`config.mk`:
```
export PLATFORM = sky130hd
export DESIGN_NAME = vga_scan_timing
export DESIGN_NICKNAME = d
export VERILOG_FILES = /design/src/rtl/vga_scan_timing.sv
export SDC_FILE = /design/constraint.sdc
export NUM_CORES = 1
export LEC_CHECK = 0
export CAP_MARGIN = 20
export CORE_AREA = 2 2 44 87
export DETAILED_ROUTE_END_ITERATION = 8
export DIE_AREA = 0 0 46 89
export PLACE_DENSITY = 0.73
export SLEW_MARGIN = 20
export SYNTH_ARGS = -nofsm -noshare
export SYNTH_HDL_FRONTEND = slang
export SYNTH_SLANG_ARGS = --single-unit
```
`constraint.sdc`:
```
create_clock -name clk_vga -period 4.3 [get_ports clk_vga]
set_input_delay 0.86 -clock clk_vga [delete_from_list [all_inputs] [get_ports clk_vga]]
set_output_delay 0.86 -clock clk_vga [all_outputs]
set_load 0.1 [all_outputs]
```
`src/rtl/vga_scan_timing.sv`:
```
// vga_scan_timing: 640x480@60 raster counters, coordinate buses and latency-aligned VGA pin outputs
module vga_scan_timing #(
  parameter int H_VIS   = 640,
  parameter int H_FP    = 16,
  parameter int H_SYNC  = 96,
  parameter int H_BP    = 48,
  parameter int V_VIS   = 480,
  parameter int V_FP    = 10,
  parameter int V_SYNC  = 2,
  parameter int V_BP    = 33,
  parameter int MAP_LAT = 1
) (
  input  logic       clk_vga,
  input  logic       rst,
  output logic [9:0] CurrentX,
  output logic [8:0] CurrentY,
  input  logic [7:0] mapData,
  output logic       hsync,
  output logic       vsync,
  output logic [7:0] rgb,
  output logic       frame_start,
  output logic       line_visible
);
  localparam int H_TOT = H_VIS + H_FP + H_SYNC + H_BP;
  localparam int V_TOT = V_VIS + V_FP + V_SYNC + V_BP;
  logic [9:0] hcnt, vcnt;
  logic vis_raw, hs_raw, vs_raw, h_end;
  logic [MAP_LAT-1:0] vis_sr, hs_sr, vs_sr;
  // pixel and line counters; the line counter only steps at the end of each line
  always_ff @(posedge clk_vga) begin
    if (rst) begin
      hcnt <= '0;
      vcnt <= '0;
    end else begin
      hcnt <= h_end ? '0 : hcnt + 10'd1;
      if (h_end) vcnt <= (vcnt == 10'(V_TOT - 1)) ? '0 : vcnt + 10'd1;
    end
  end
  // raw timing decode straight from the counters, plus the unaligned game-logic strobes
  always_comb begin
    h_end        = hcnt == 10'(H_TOT - 1);
    line_visible = vcnt < 10'(V_VIS);
    vis_raw      = (hcnt < 10'(H_VIS)) && line_visible;
    hs_raw       = !((hcnt >= 10'(H_VIS + H_FP)) && (hcnt < 10'(H_VIS + H_FP + H_SYNC)));
    vs_raw       = !((vcnt >= 10'(V_VIS + V_FP)) && (vcnt < 10'(V_VIS + V_FP + V_SYNC)));
    CurrentX     = hcnt;
    CurrentY     = line_visible ? vcnt[8:0] : '0;
    frame_start  = !rst && (hcnt == '0) && (vcnt == '0);
  end
  // delay lines matching the map modules' latency so flags meet mapData for the same pixel
  always_ff @(posedge clk_vga) begin
    if (rst) begin
      vis_sr <= '0;
      hs_sr  <= '1;
      vs_sr  <= '1;
    end else begin
      vis_sr <= MAP_LAT'({vis_sr, vis_raw});
      hs_sr  <= MAP_LAT'({hs_sr, hs_raw});
      vs_sr  <= MAP_LAT'({vs_sr, vs_raw});
    end
  end
  // pin register: colour is blanked outside the visible area so mapData never leaks into porches
  always_ff @(posedge clk_vga) begin
    if (rst) begin
      rgb   <= '0;
      hsync <= 1'b1;
      vsync <= 1'b1;
    end else begin
      rgb   <= vis_sr[MAP_LAT-1] ? mapData : '0;
      hsync <= hs_sr[MAP_LAT-1];
      vsync <= vs_sr[MAP_LAT-1];
    end
  end
endmodule
```
==> impl_metrics.py, run 1 <==
metrics = {
    "floorplan": {
        "core_area_mm2": 0.003378,
        "io_pins": 41,
        "die_height_um": 89,
        "placementRows": 30,
        "die_w_um": 46,
        "dieArea_mm2": 0.004094,
        "initial_core_util": 0.4437,
    },
    "pwr": {
        "seqPwrFrac": 0.504,
        "ir_drop_v": 0.0002980,
        "switching_share": 0.2878,
        "netSwitchingPower_uw": 180.6,
        "pwr_density_cell_mw_per_mm2": 318.2,
        "report.power.total_uw": 627.5,
        "total_leakage_power_uw": 0.0007462,
        "pwr-share-comb": 0.135,
        "clkPwrFrac": 0.362,
        "p_int_uw": 446.9,
    },
    "logic_synthesis": {
        "synth_most_common_cell": "dfxtp_1",
        "synth_common_cells": "dfxtp_1 (33), nor2_1 (18), and2_1 (17), xor2_1 (9), nor3_1 (8)",
        "synth_top_cell_by_area": "dfxtp_1",
        "ys_seq_area_frac": 0.4407,
        "synth_seq_cells": 33,
        "syn_nets": 181,
        "syn_inst": 167,
        "yosys-top-cells-area": "dfxtp_1 (44%), and2_1 (7.1%), xor2_1 (5.3%)",
        "synthesis.area_mm2": 0.001499,
        "synth_flop_cell": "dfxtp_1",
        "yosysWarnings": 0,
        "yosysTopAreaCellShare": 0.4407,
        "syn_area_per_cell_um2": 8.976,
        "synth-edff-count": 0,
        "postSynth.asyncResetShare": 0,
        "yosys.cell_types.count": 35,
    },
    "clock_network": {
        "htreeDepth": 2,
        "insertion_delay_ns": 0.28,
        "cts_made_buffers": 5,
        "cts_tree": "built",
        "cts_hold_buffers": 0,
        "clockRootBuffer": "clkbuf_8",
        "cts_setup_buffers": 0,
        "ctsResizeCount": 0,
        "clock_sink_count": 33,
        "clkTransAtPathRegs_ns": 0.07,
        "ctsLongestPathBuffers": 2,
    },
    "finish": {
        "fin_util": 0.5837,
        "drive_gt1_frac": 0.1063,
        "area_delta_synth_final_pct": 31.55,
        "antenna_cells": 0,
        "final_area_mm2": 0.001972,
        "nets": 220,
    },
    "min_path": {
        "hold_path.class": "reg2reg",
        "hold_depth": 1,
    },
    "sta": {
        "worstMarginPinSlew_ns": 0.9950,
        "period_minus_slack_ns": 3.404,
        "setup_violations": 0,
        "layout_worst_path_cycle_share": 0.7917,
        "drv_slew": 0,
        "layout_setup_ws_ns": 0.8959,
        "slew_headroom": 0.3346,
        "finalHoldViolCount": 0,
        "grt_setup_unrepaired": "false",
        "max_freq_ghz": 0.2938,
        "final.setup.tns_ns": 0,
        "skew_ns": 0.008365,
    },
    "placed_design": {
        "post-place-ws_ns": 1.016,
        "port_buffers": 40,
        "dp_hpwl_um": 2821,
        "dpl-instance-area_mm2": 0.001886,
        "gp_congestion": 0.9063,
    },
    "detailed_routing": {
        "ant_nets": 0,
        "dr.pass1.iters": 4,
        "drt-initial-drc-count": 29,
        "via_per_inst": 5.548,
        "drc_errors": 0,
        "vias": 1326,
        "wl_per_cell_um": 15.47,
        "drt_wl_total_um": 3698,
    },
    "run_status": {
        "outcome": "finished clean",
    },
    "worst_setup_path": {
        "reg2reg_depth": 5,
        "cp-start-kind": "register",
        "cp.arrival_ns": 2.54,
        "crit_start": "vcnt[5]",
        "endpoint_kind": "output pin",
        "critPathMaxFanout": 9,
        "rr_startpoint": "CurrentX[0]",
        "cp.required_ns": 3.44,
        "critPathKind": "reg2out",
        "ff2ff_setup_slack_ns": 2.43,
        "cp-endpoint": "line_visible",
        "r2r-end": "vcnt[7]",
    },
    "flow_run": {
        "cap_violations": 0,
    },
    "global_route": {
        "grt_pass1_vias": 1359,
        "grt_overflow": 0,
        "antenna_found_initial": 0,
        "grt.total_usage": 0.2035,
        "grt_max_degree": 15,
        "grt_pass1_wl_um": 6168,
    },
}
-- logic make-up (layout without fill, tap and decap cells) --
logic type	Yosys count	count (layout)	synth area share
and+or+nand+nor	94	94	0.3706
adders and majority gates	4	4	0.03339
xor gates and xnor gates	14	14	0.08180
AOI/OAI and AO/OA	9	9	0.03422
buffers and inverters	13	53	0.03923
DFF	33	33	0.4407
-- critical path, stage by stage, from the launching register on --
cell	delay [ns]
dfxtp_1	0.38
and3_1	0.21
and2_1	0.20
nor2_2	0.26
clkdlybuf4s50_1	1.20
-- registers in the layout (all words and copies together), names as in the netlist --
name,cells
vcnt,10
rgb,8
vis_sr,1
vs_sr,1
vsync,1
CurrentX,10
hs_sr,1
hsync,1
-- metrics by stage --
stage | instances | hold WS [ns]
2_1_floorplan | 167 | 0.3895
3_3_place_gp | 231 | 0.3939
3_5_place_dp | 231 | 0.4002
4_1_cts | 239 | 0.4171
5_1_grt | 239 | 0.4309
6_report | 239 | 0.4114
-- layout make-up --
| class | count | area, um2 |
|---|---|---|
| clock buffers | 5 | 68.82 |
| clock inverters | 3 | 17.52 |
| fillers | 317 | 1406 |
| inverters | 5 | 18.77 |
| multi-input cells | 121 | 785.8 |
| flip-flops and latches | 33 | 660.6 |
| well taps | 32 | 40.04 |
| repair buffers | 40 | 380.4 |
-- cells in the final DEF (no fill, tap or decap), types with 2 or more instances in the layout --
cell and count:
clkbuf_8 5, xnor2_1 5, nor2_1 18, nand3_1 7
dfxtp_1 33, and3_1 5, nor4b_1 2, nor3_1 8
buf_4 8, o21ai_0 4, nor4_1 2, nor2b_1 3
or2_2 2, or3_1 3, clkdlybuf4s50_1 32, ha_1 4
nand2_1 7, a21oi_1 3, xor2_1 9, and4_1 2
and2_1 17, nand4_1 7, inv_1 5, clkinv_2 2
-- worst min-delay path by stage --
stage	slack [ns]	startpoint	endpoint
3_5_place_dp	0.40	vs_sr	vsync
6_report	0.41	hs_sr	hsync
4_1_cts	0.42	vs_sr	vsync
2_1_floorplan	0.39	hs_sr	hsync
3_3_place_gp	0.39	vs_sr	vsync
5_1_grt	0.43	hs_sr	hsync
-- power groups by stage --
stage / clock network (uW) / registers (uW) / logic [uW]
CTS: 235 / 316 / 85.2
global route: 248 / 317 / 88.9
detailed placement: 0 / 323 / 84.9
floorplan: 0 / 361 / 22.9
finish: 227 / 316 / 84.5
global placement: 0 / 323 / 84.2
-- metal layers --
| layer | GRT usage | wire (um) | share of wire | up-vias |
|---|---|---|---|---|
| met5 | 0 | 0 | 0 | - |
| met4 | 0.1039 | 98 | 0.027 | 0 |
| met3 | 0.04040 | 182 | 0.049 | 11 |
| met2 | 0.3737 | 2069 | 0.56 | 49 |
| met1 | 0.2015 | 1347 | 0.36 | 618 |
| li1 | - | - | - | 648 |
Note: power is estimated with default switching activity, not from simulation.
==> inputs of run 2 (changes only) <==
- CORE_AREA: 2 2 44 87 -> 2 2 46 90
- DIE_AREA: 0 0 46 89 -> 0 0 48 92
- PLACE_DENSITY: 0.73 -> 0.71
- clock period: 4.3 -> 2.8 ns (I/O delays scaled with it)
==> impl_metrics.py, run 2 (synthesis gave the netlist of run 1 again) <==
metrics = {
    "finish": {
        "drive_gt1_frac": 0.2249,
        "final_area_mm2": 0.002062,
        "antenna_cells": 0,
        "fin_cells": 260,
        "area_delta_synth_final_pct": 37.56,
        "layout_commonest_cell": "dfxtp_1",
        "nets": 222,
        "nFillCells": 356,
        "final_cell_mix": "dfxtp_1 (33), buf_4 (25), nor2_1 (18), and2_1 (17)",
    },
    "worst_setup_path": {
        "critPathMaxFanout": 2,
        "ff2ff_setup_slack_ns": 1.01,
        "cp.arrival_ns": 1.85,
        "rr_startpoint": "CurrentX[0]",
        "cp.required_ns": 2.24,
        "endpoint_kind": "output pin",
        "cp_cell_sequence": "clkdlybuf4s50_1, nor3_1, nand4_1, nor4_4, buf_12",
        "crit_start": "rst",
        "critPathKind": "in2out",
        "cp_slowest_cell": "clkdlybuf4s50_1",
        "slowest_delay_ns": 0.45,
        "cp-endpoint": "frame_start",
        "cp-start-kind": "input port",
        "r2r-end": "vcnt[9]",
        "reg2reg_depth": 5,
    },
    "detailed_routing": {
        "ant_nets": 0,
        "dr.pass1.iters": 4,
        "wl_per_cell_um": 12.92,
        "vias": 1295,
        "top_layer_used": "met4",
        "wl_met3_um": 116,
        "drt_wl_total_um": 3360,
        "wl_met2_um": 1895,
        "drt-initial-drc-count": 19,
        "wirelength_met1_um": 1188,
        "via_per_inst": 4.981,
        "drc_errors": 0,
    },
    "run_status": {
        "outcome": "finished clean",
    },
    "pwr": {
        "total_leakage_power_uw": 0.0008160,
        "pwr_density_cell_mw_per_mm2": 466.4,
        "report.power.total_uw": 961.7,
        "ir_drop_v": 0.0002857,
    },
    "global_route": {
        "grt_max_degree": 14,
        "grt_pass1_wl_um": 5637,
        "grt_pass1_vias": 1277,
        "grt_overflow": 0,
        "grt.total_usage": 0.1796,
        "antenna_found_initial": 0,
    },
    "min_path": {
        "hold_path.class": "reg2reg",
    },
    "clock_network": {
        "insertion_delay_ns": 0.28,
        "clockRootBuffer": "clkbuf_8",
        "clkTransAtPathRegs_ns": 0.07,
        "clock_sink_count": 33,
        "cts_tree": "built",
        "cts_hold_buffers": 0,
        "ctsLongestPathBuffers": 2,
        "htreeDepth": 2,
        "cts_setup_buffers": 0,
        "cts_made_buffers": 5,
        "ctsResizeCount": 0,
    },
    "sta": {
        "drv_slew": 0,
        "layout_setup_ws_ns": 0.3902,
        "worstMarginPinSlew_ns": 0.5844,
        "period_minus_slack_ns": 2.410,
        "max_freq_ghz": 0.4150,
        "finalHoldViolCount": 0,
        "layout_worst_path_cycle_share": 0.8606,
        "skew_ns": 0.002916,
        "hold_ws_ns": 0.4054,
        "slew_headroom": 0.6049,
        "grt_setup_unrepaired": "false",
        "setup_violations": 0,
    },
    "placed_design": {
        "dp.cells": 252,
        "dp_hpwl_um": 2637,
        "port_buffers": 40,
        "gp_congestion": 0.8816,
        "dpl-instance-area_mm2": 0.001976,
        "post-place-ws_ns": 0.3871,
    },
    "floorplan": {
        "die_w_um": 48,
        "initial_core_util": 0.3941,
        "io_pins": 41,
        "placementRows": 32,
        "dieArea_mm2": 0.004416,
        "core_area_mm2": 0.003804,
        "die_height_um": 92,
    },
    "flow_run": {
        "cap_violations": 0,
    },
}
==> run 2: power by group <==
group / switching [uW] / internal, uW / total [uW] / leakage [uW]
combinational: 94.6 / 39.3 / 134 / 0.000504
clock: 171 / 171 / 342 / 0.0000439
sequential: 6.94 / 479 / 485 / 0.000268
==> run 2: critical path: cells and delay by family <==
family                 cells  cell delay, ns
buffers and inverters      2            0.66
AND/OR/NAND/NOR            3            0.63
==> run 2: worst min-delay path by stage <==
stage                      from     to  slack, ns  cells past startpoint
after CTS                 hs_sr  hsync       0.41                      1
final                     hs_sr  hsync       0.41                      1
after global routing      hs_sr  hsync       0.44                      1
after detailed placement  hs_sr  hsync       0.39                      1
after global placement    hs_sr  hsync       0.39                      1
after floorplan           hs_sr  hsync       0.39                      1
==> run 2: cell type report <==
cell class,count,area [um2],share of cell area
Clock buffer,5,68.82,0.03337
Clock inverter,3,17.52,0.008495
Inverter,5,18.77,0.009102
Multi-Input combinational cell,121,794.5,0.3853
Sequential cell,33,660.6,0.3204
Tap cell,51,63.81,0.03095
Timing Repair Buffer,42,437.9,0.2124
==> run 2: per-stage QoR <==
stage                     setup TNS (ns)    util
final                                  0  0.5421
after global routing                   0  0.5421
after CTS                              0  0.5421
after detailed placement               0  0.5194
after global placement                 0  0.5194
after floorplan                   -2.934       -
==> run 2: routing by layer <==
| layer | global-route usage | up-vias |
|---|---|---|
| met5 | 0 | - |
| met4 | 0.1239 | 0 |
| met3 | 0.03740 | 12 |
| met2 | 0.3078 | 37 |
| met1 | 0.1712 | 596 |
| li1 | - | 650 |
==> patch 1, RTL diff (settings of run 2) <==
The parameter `MAP_LAT` goes from 1 to 2.
--- a/src/rtl/vga_scan_timing.sv
+++ b/src/rtl/vga_scan_timing.sv
@@ -10,3 +10,3 @@
   parameter int V_BP    = 33,
-  parameter int MAP_LAT = 1
+  parameter int MAP_LAT = 2
 ) (
Function: changed (a bounded check fails within 4 cycles, from zero or initial values and one cycle with rst high).
==> patch 1 against run 2 <==
Sequential cell count is 3 higher. Global-route usage is 0.35 points higher. Routed wire length is 3.8% higher. Sequential share of layout area is 1.2 points higher. Area after synthesis is 1.9% higher. Worst setup slack worse by 0.15 ns. Total power is 14% higher. Design area is 6.4% higher.
==> patch 1: results (changes against run 2) <==
- CTS root buffer: clkbuf_8
- Slew of the pin with the lowest slew margin: 0.648 ns (+0.0641 ns)
- Hold Path Class: reg -> reg
- Multi-input combinational area share: 35.2% (-3.3 points)
- Antenna violations before repair: 0 (unchanged)
- Post-synthesis adder-cell area fraction: 3.28% (-0.063 points)
- R2r setup slk: 0.71 ns (-0.30 ns)
- Non-Clock Buffer Area Fraction: 22.3% (+1.1 points)
- Max VDD drop: 0.375 mV (+31%)
- Signal buffers: 44 (+4.8%)
- Compound-Gate Fraction of Synth Area: 4.34% (+0.92 points)
- Pin count of the biggest net entering global routing: 19 (+5)
- Sequential-to-total area share from yosys stat: 47.2% (+3.1 points)
- Vias in the first global route: 1337 (+4.7%)
- Clk cell area share: 5.07% (+0.89 points)
- Status: completed
- Static leakage power: 0.831 nW (+1.8%)
- Proportion of synthesized area in mux cells: 0% (unchanged)
- Maximum root-to-sink buffer count: 2 (unchanged)
- XOR/XNOR Fraction of Synth Area: 7.45% (-0.73 points)
- Most frequent cells after synthesis: dfxtp_1 (36), nor2_1 (19), and2_1 (18)
- Post-synth ARST share: 0% (unchanged)
- Clock Latency Late Sink: 0.29 ns
- Global-route usage over all layers: 18.3% (+0.35 points)
- Total setup buffers inserted after CTS: 0 (unchanged)
- Largest cells by area after synthesis: dfxtp_1 (47%), and2_1 (7.4%), xnor2_1 (6.3%), nor2_1 (4.7%), ha_1 (3.3%)
- WL/cell: 13.1 µm (+1.5%)
- Number of instances in the placed design: 258 (+2.4%)
- Gpl congestion: 0.922 (+4.6%)
- Area of placed instances: 2080 µm² (+5.4%)
- Global-route wire length before repair: 5.87 mm (+4.0%)
- Seq. cell area: 729 µm² (+10%)
- Number of filler instances in the final layout: 338 (-5.1%)
- Clock buffers created by TritonCTS: 5 (unchanged)
- Layout Cells excl Fill: 266 (+2.3%)
- HPWL after DPL: 2.64 mm (about the same)
- Worst path setup slack after routing: 0.236 ns (-0.154 ns)
- Arrival time of the worst setup path: 2.00 ns (+0.15 ns)
- Cell count after synthesis: 167 (unchanged)
- Synth cell types: 33 (-5.7%)
- Router iterations before antenna repair: 4 (unchanged)
- Syn nets: 181 (unchanged)
- Post-route clock skew: 0.00648 ns (+0.00356 ns)
- Number of instances resized during post-cts repair: 0 (unchanged)
- Final net count: 228 (+2.7%)
- Per-cell via count in the routed design: 5.00 (+0.46%)
- Count of port buffers added during placement: 40 (unchanged)
- YS warnings: 0 (unchanged)
- Layout cells sized above 1: 28.8% (+6.3 points)
- Summed area of non-filler cells in the final layout: 2190 µm² (+6.4%)
- Final-layout worst hold slack: 0.410 ns (+0.00427 ns)
- Initial DRC count: 41 (+22)
- Post-Place Setup Slack: 0.315 ns (-0.0721 ns)
- Clock H-tree levels: 2 (unchanged)
- Worst-path fanout max: 5 (+3)
- CTS sink cnt: 36 (+9.1%)
- Logic inverters: 7 (+2)
- Number of combinational gates with multiple inputs: 120 (-0.83%)
==> patch 1: cell types whose count changed after synthesis, moves of 3 or more <==
cell | before | now
nor3_1 | 8 | 4
nand4_1 | 7 | 1
xor2_1 | 9 | 2
dfxtp_1 | 33 | 36
nor4_1 | 3 | 8
or4_1 | 1 | 4
or2_2 | 2 | 5
nand3_1 | 7 | 10
buf_2 | 5 | 0
and3_1 | 5 | 1
xnor2_1 | 5 | 11
==> patch 1: logic make-up (layout without fill, tap and decap cells) <==
kind of cell,count (synthesis),count (layout)
buffers and inverters,11,59
and+or+nand+nor,92,92
xor gates and xnor gates,13,13
AOI/OAI and AO/OA,11,11
adders and majority gates,4,4
DFF,36,36
==> patch 1: worst max-delay path: stages (launching register included) <==
cell     delay [ns]
dfxtp_2        0.34
inv_1          0.06
ha_1           0.13
or4b_2         0.62
nor4_4         0.35
buf_12         0.22
==> patch 1: layer usage <==
layer,GRT usage (%),wire length [µm],up-vias
met2,31.4,1890,39
met4,8.33,93,0
met5,0,0,-
li1,-,-,661
met1,18.8,1300,623
met3,5.31,201,8
==> patch 1: final timing paths <==
path	depth (start not counted)	startpoint	end
min	1	hs_sr[1]$_SDFF_PP1_	hsync$_SDFF_PP1_
min reg2reg	1	hs_sr[1]$_SDFF_PP1_	hsync$_SDFF_PP1_
max	5	CurrentX[0]$_SDFF_PP0_	frame_start
max reg2reg	4	CurrentX[6]$_SDFF_PP0_	vcnt[9]$_SDFFE_PP0N_
==> patch 1: where the power goes <==
part / internal (mW) / switching (mW)
logic: 0.0394 / 0.0819
registers: 0.521 / 0.00616
clock network: 0.263 / 0.189
total: 0.823 / 0.277
==> patch 2, RTL diff (settings of run 2) <==
Made on the original files. Register the input `mapData` before use. The logic sees it one clock later. Comments in the files are not updated.
--- a/src/rtl/vga_scan_timing.sv
+++ b/src/rtl/vga_scan_timing.sv
@@ -25,2 +25,9 @@
   localparam int V_TOT = V_VIS + V_FP + V_SYNC + V_BP;
+
+  logic [7:0] mapData_q;
+
+  always_ff @(posedge clk_vga) begin
+    mapData_q <= mapData;
+  end
+
   logic [9:0] hcnt, vcnt;
@@ -68,3 +75,3 @@
     end else begin
-      rgb   <= vis_sr[MAP_LAT-1] ? mapData : '0;
+      rgb   <= vis_sr[MAP_LAT-1] ? mapData_q : '0;
       hsync <= hs_sr[MAP_LAT-1];
Check against the original RTL: not equivalent (a bounded check fails within 4 cycles, from zero or initial values and one cycle with rst high).
==> patch 2 against run 2 <==
Design area grew 4.7%. Count of clock-buffer cells in the layout is the same. Largest cell class is now flip-flops and latches. Area after synthesis increased by 11%. Largest power group unchanged. Sequential cell count is 8 higher. Total power grew 26%. Routed wire length grew 11%. Sequential share of layout area grew 6.0 points. Synthesized cell count increased by 4.8%. Critical path type unchanged. Worst setup slack lost 0.19 ns.
==> patch 2: results (changes against run 2) <==
- Status: completed
- Static leakage power: 0.857 nW (+5.0%)
- Layout cells sized above 1: 22.7% (+0.20 points)
- Syn nets: 189 (+4.4%)
- Hold Path Class: reg -> reg
- Layout Cells excl Fill: 267 (+2.7%)
- Total wirelength of the detailed-routed design: 3.75 mm (+11%)
- Uppermost signal routing layer after detailed routing: met4
- Total setup buffers inserted after CTS: 0 (unchanged)
- Largest cells by area after synthesis: dfxtp_1 (50%), and2_1 (6.0%), xnor2_1 (4.8%), nor2_1 (4.5%), ha_1 (3.0%)
- Number of enable flip-flop cells after synthesis: 0 (unchanged)
- Global-route wire length before repair: 6.16 mm (+9.3%)
- Maximum root-to-sink buffer count: 2 (unchanged)
- Worst-path fanout max: 2 (unchanged)
- Clock H-tree levels: 2 (unchanged)
- Met1 layer wirelength in the final routing: 1.34 mm (+13%)
- Depth of the most critical reg-to-reg path: 5 (unchanged)
- Global-route usage over all layers: 19.3% (+1.4 points)
- Initial DRC count: 24 (+5)
- Max VDD drop: 0.454 mV (+59%)
- Antenna violations before repair: 0 (unchanged)
- Primary flip-flop cell chosen by synthesis mapping: dfxtp_1
- CTS root buffer: clkbuf_8
- HPWL after DPL: 2.88 mm (+9.2%)
- Pin count of the biggest net entering global routing: 15 (+1)
- Diodes inserted: 0 (unchanged)
- Router iterations before antenna repair: 4 (unchanged)
- Met2 layer wire length in the routed design: 2.12 mm (+12%)
- Final net count: 229 (+3.2%)
- Post-synth ARST share: 0% (unchanged)
- Sequential-to-total area share from yosys stat: 49.5% (+5.4 points)
- Clock slew at the register clock pins of the worst setup and hold paths: 0.07 ns (about the same)
- Count of port buffers added during placement: 40 (unchanged)
- Post-route clock skew: 0.00790 ns (+0.00498 ns)
- Per-cell via count in the routed design: 5.14 (+3.2%)
- Vias in the first global route: 1333 (+4.4%)
- Number of instances resized during post-cts repair: 0 (unchanged)
- Metal3 WL: 151 µm (+30%)
- Number of stages on the worst hold path: 1 (unchanged)
- Clock buffers created by TritonCTS: 5 (unchanged)
- Tightest slew margin relative to the limit: 71.8% (+11 points)
- Gpl congestion: 0.806 (-8.6%)
- Most frequent cells after synthesis: dfxtp_1 (41), nor2_1 (20), and2_1 (16)
- Number of instances in the placed design: 259 (+2.8%)
- Cell count after synthesis: 175 (+4.8%)
- Synth cell types: 35 (unchanged)
- Clock Latency Late Sink: 0.29 ns
## patch 2: metrics by stage
step	TNS [ns]	util (%)	area, µm²	hold slack (ns)	setup WS [ns]
floorplan	-2.24	-	1680	0.389	-0.404
global placement	0	53.7	2040	0.393	0.280
detailed placement	0	53.7	2040	0.397	0.222
CTS	0	56.7	2160	0.416	0.179
global route	0	56.7	2160	0.425	0.0782
finish	0	56.7	2160	0.413	0.202
## patch 2: metal layers
layer	track usage, %	up-vias
met2	33.8	35
met1	19.4	656
met5	0	-
met3	3.35	12
met4	11.0	0
li1	-	669
## patch 2: power breakdown
group	internal, mW	switching, mW	leakage, nW
clock	0.267	0.207	0.0543
combinational	0.0400	0.0936	0.467
sequential	0.598	0.00886	0.336
total	0.904	0.309	0.857
## patch 2: final timing paths
kind	startpoint	to	slack (ns)
max	rst	frame_start	0.20
min	hs_sr$_SDFF_PP1_	hsync$_SDFF_PP1_	0.41
max reg2reg	CurrentX[0]$_SDFF_PP0_	CurrentX[3]$_SDFF_PP0_	0.90
min reg2reg	hs_sr$_SDFF_PP1_	hsync$_SDFF_PP1_	0.41
## patch 2: cells by family (layout without fill, tap and decap cells)
| logic type | Yosys count | after routing | synth area share, % |
|---|---|---|---|
| xor gates and xnor gates | 14 | 14 | 7.40 |
| buffers and inverters | 17 | 58 | 4.60 |
| DFF | 41 | 41 | 49.5 |
| AOI/OAI and AO/OA | 9 | 9 | 3.09 |
| adders and majority gates | 4 | 4 | 3.02 |
| and+or+nand+nor | 90 | 90 | 32.4 |
## patch 2: layout make-up
| cell class | count | area, µm² |
|---|---|---|
| sequential | 41 | 821 |
| fill | 350 | 1650 |
| clock buffer | 5 | 68.8 |
| tap | 51 | 63.8 |
| multi-input combinational | 117 | 778 |
| timing repair buffer | 42 | 350 |
| clock inverter | 3 | 46.3 |
| inverter | 8 | 30.0 |
## patch 2: critical path: stages
cell	delay (ns)
clkdlybuf4s50_1	0.44
nor3_1	0.25
nand4_1	0.21
nor4b_4	0.35
buf_12	0.21
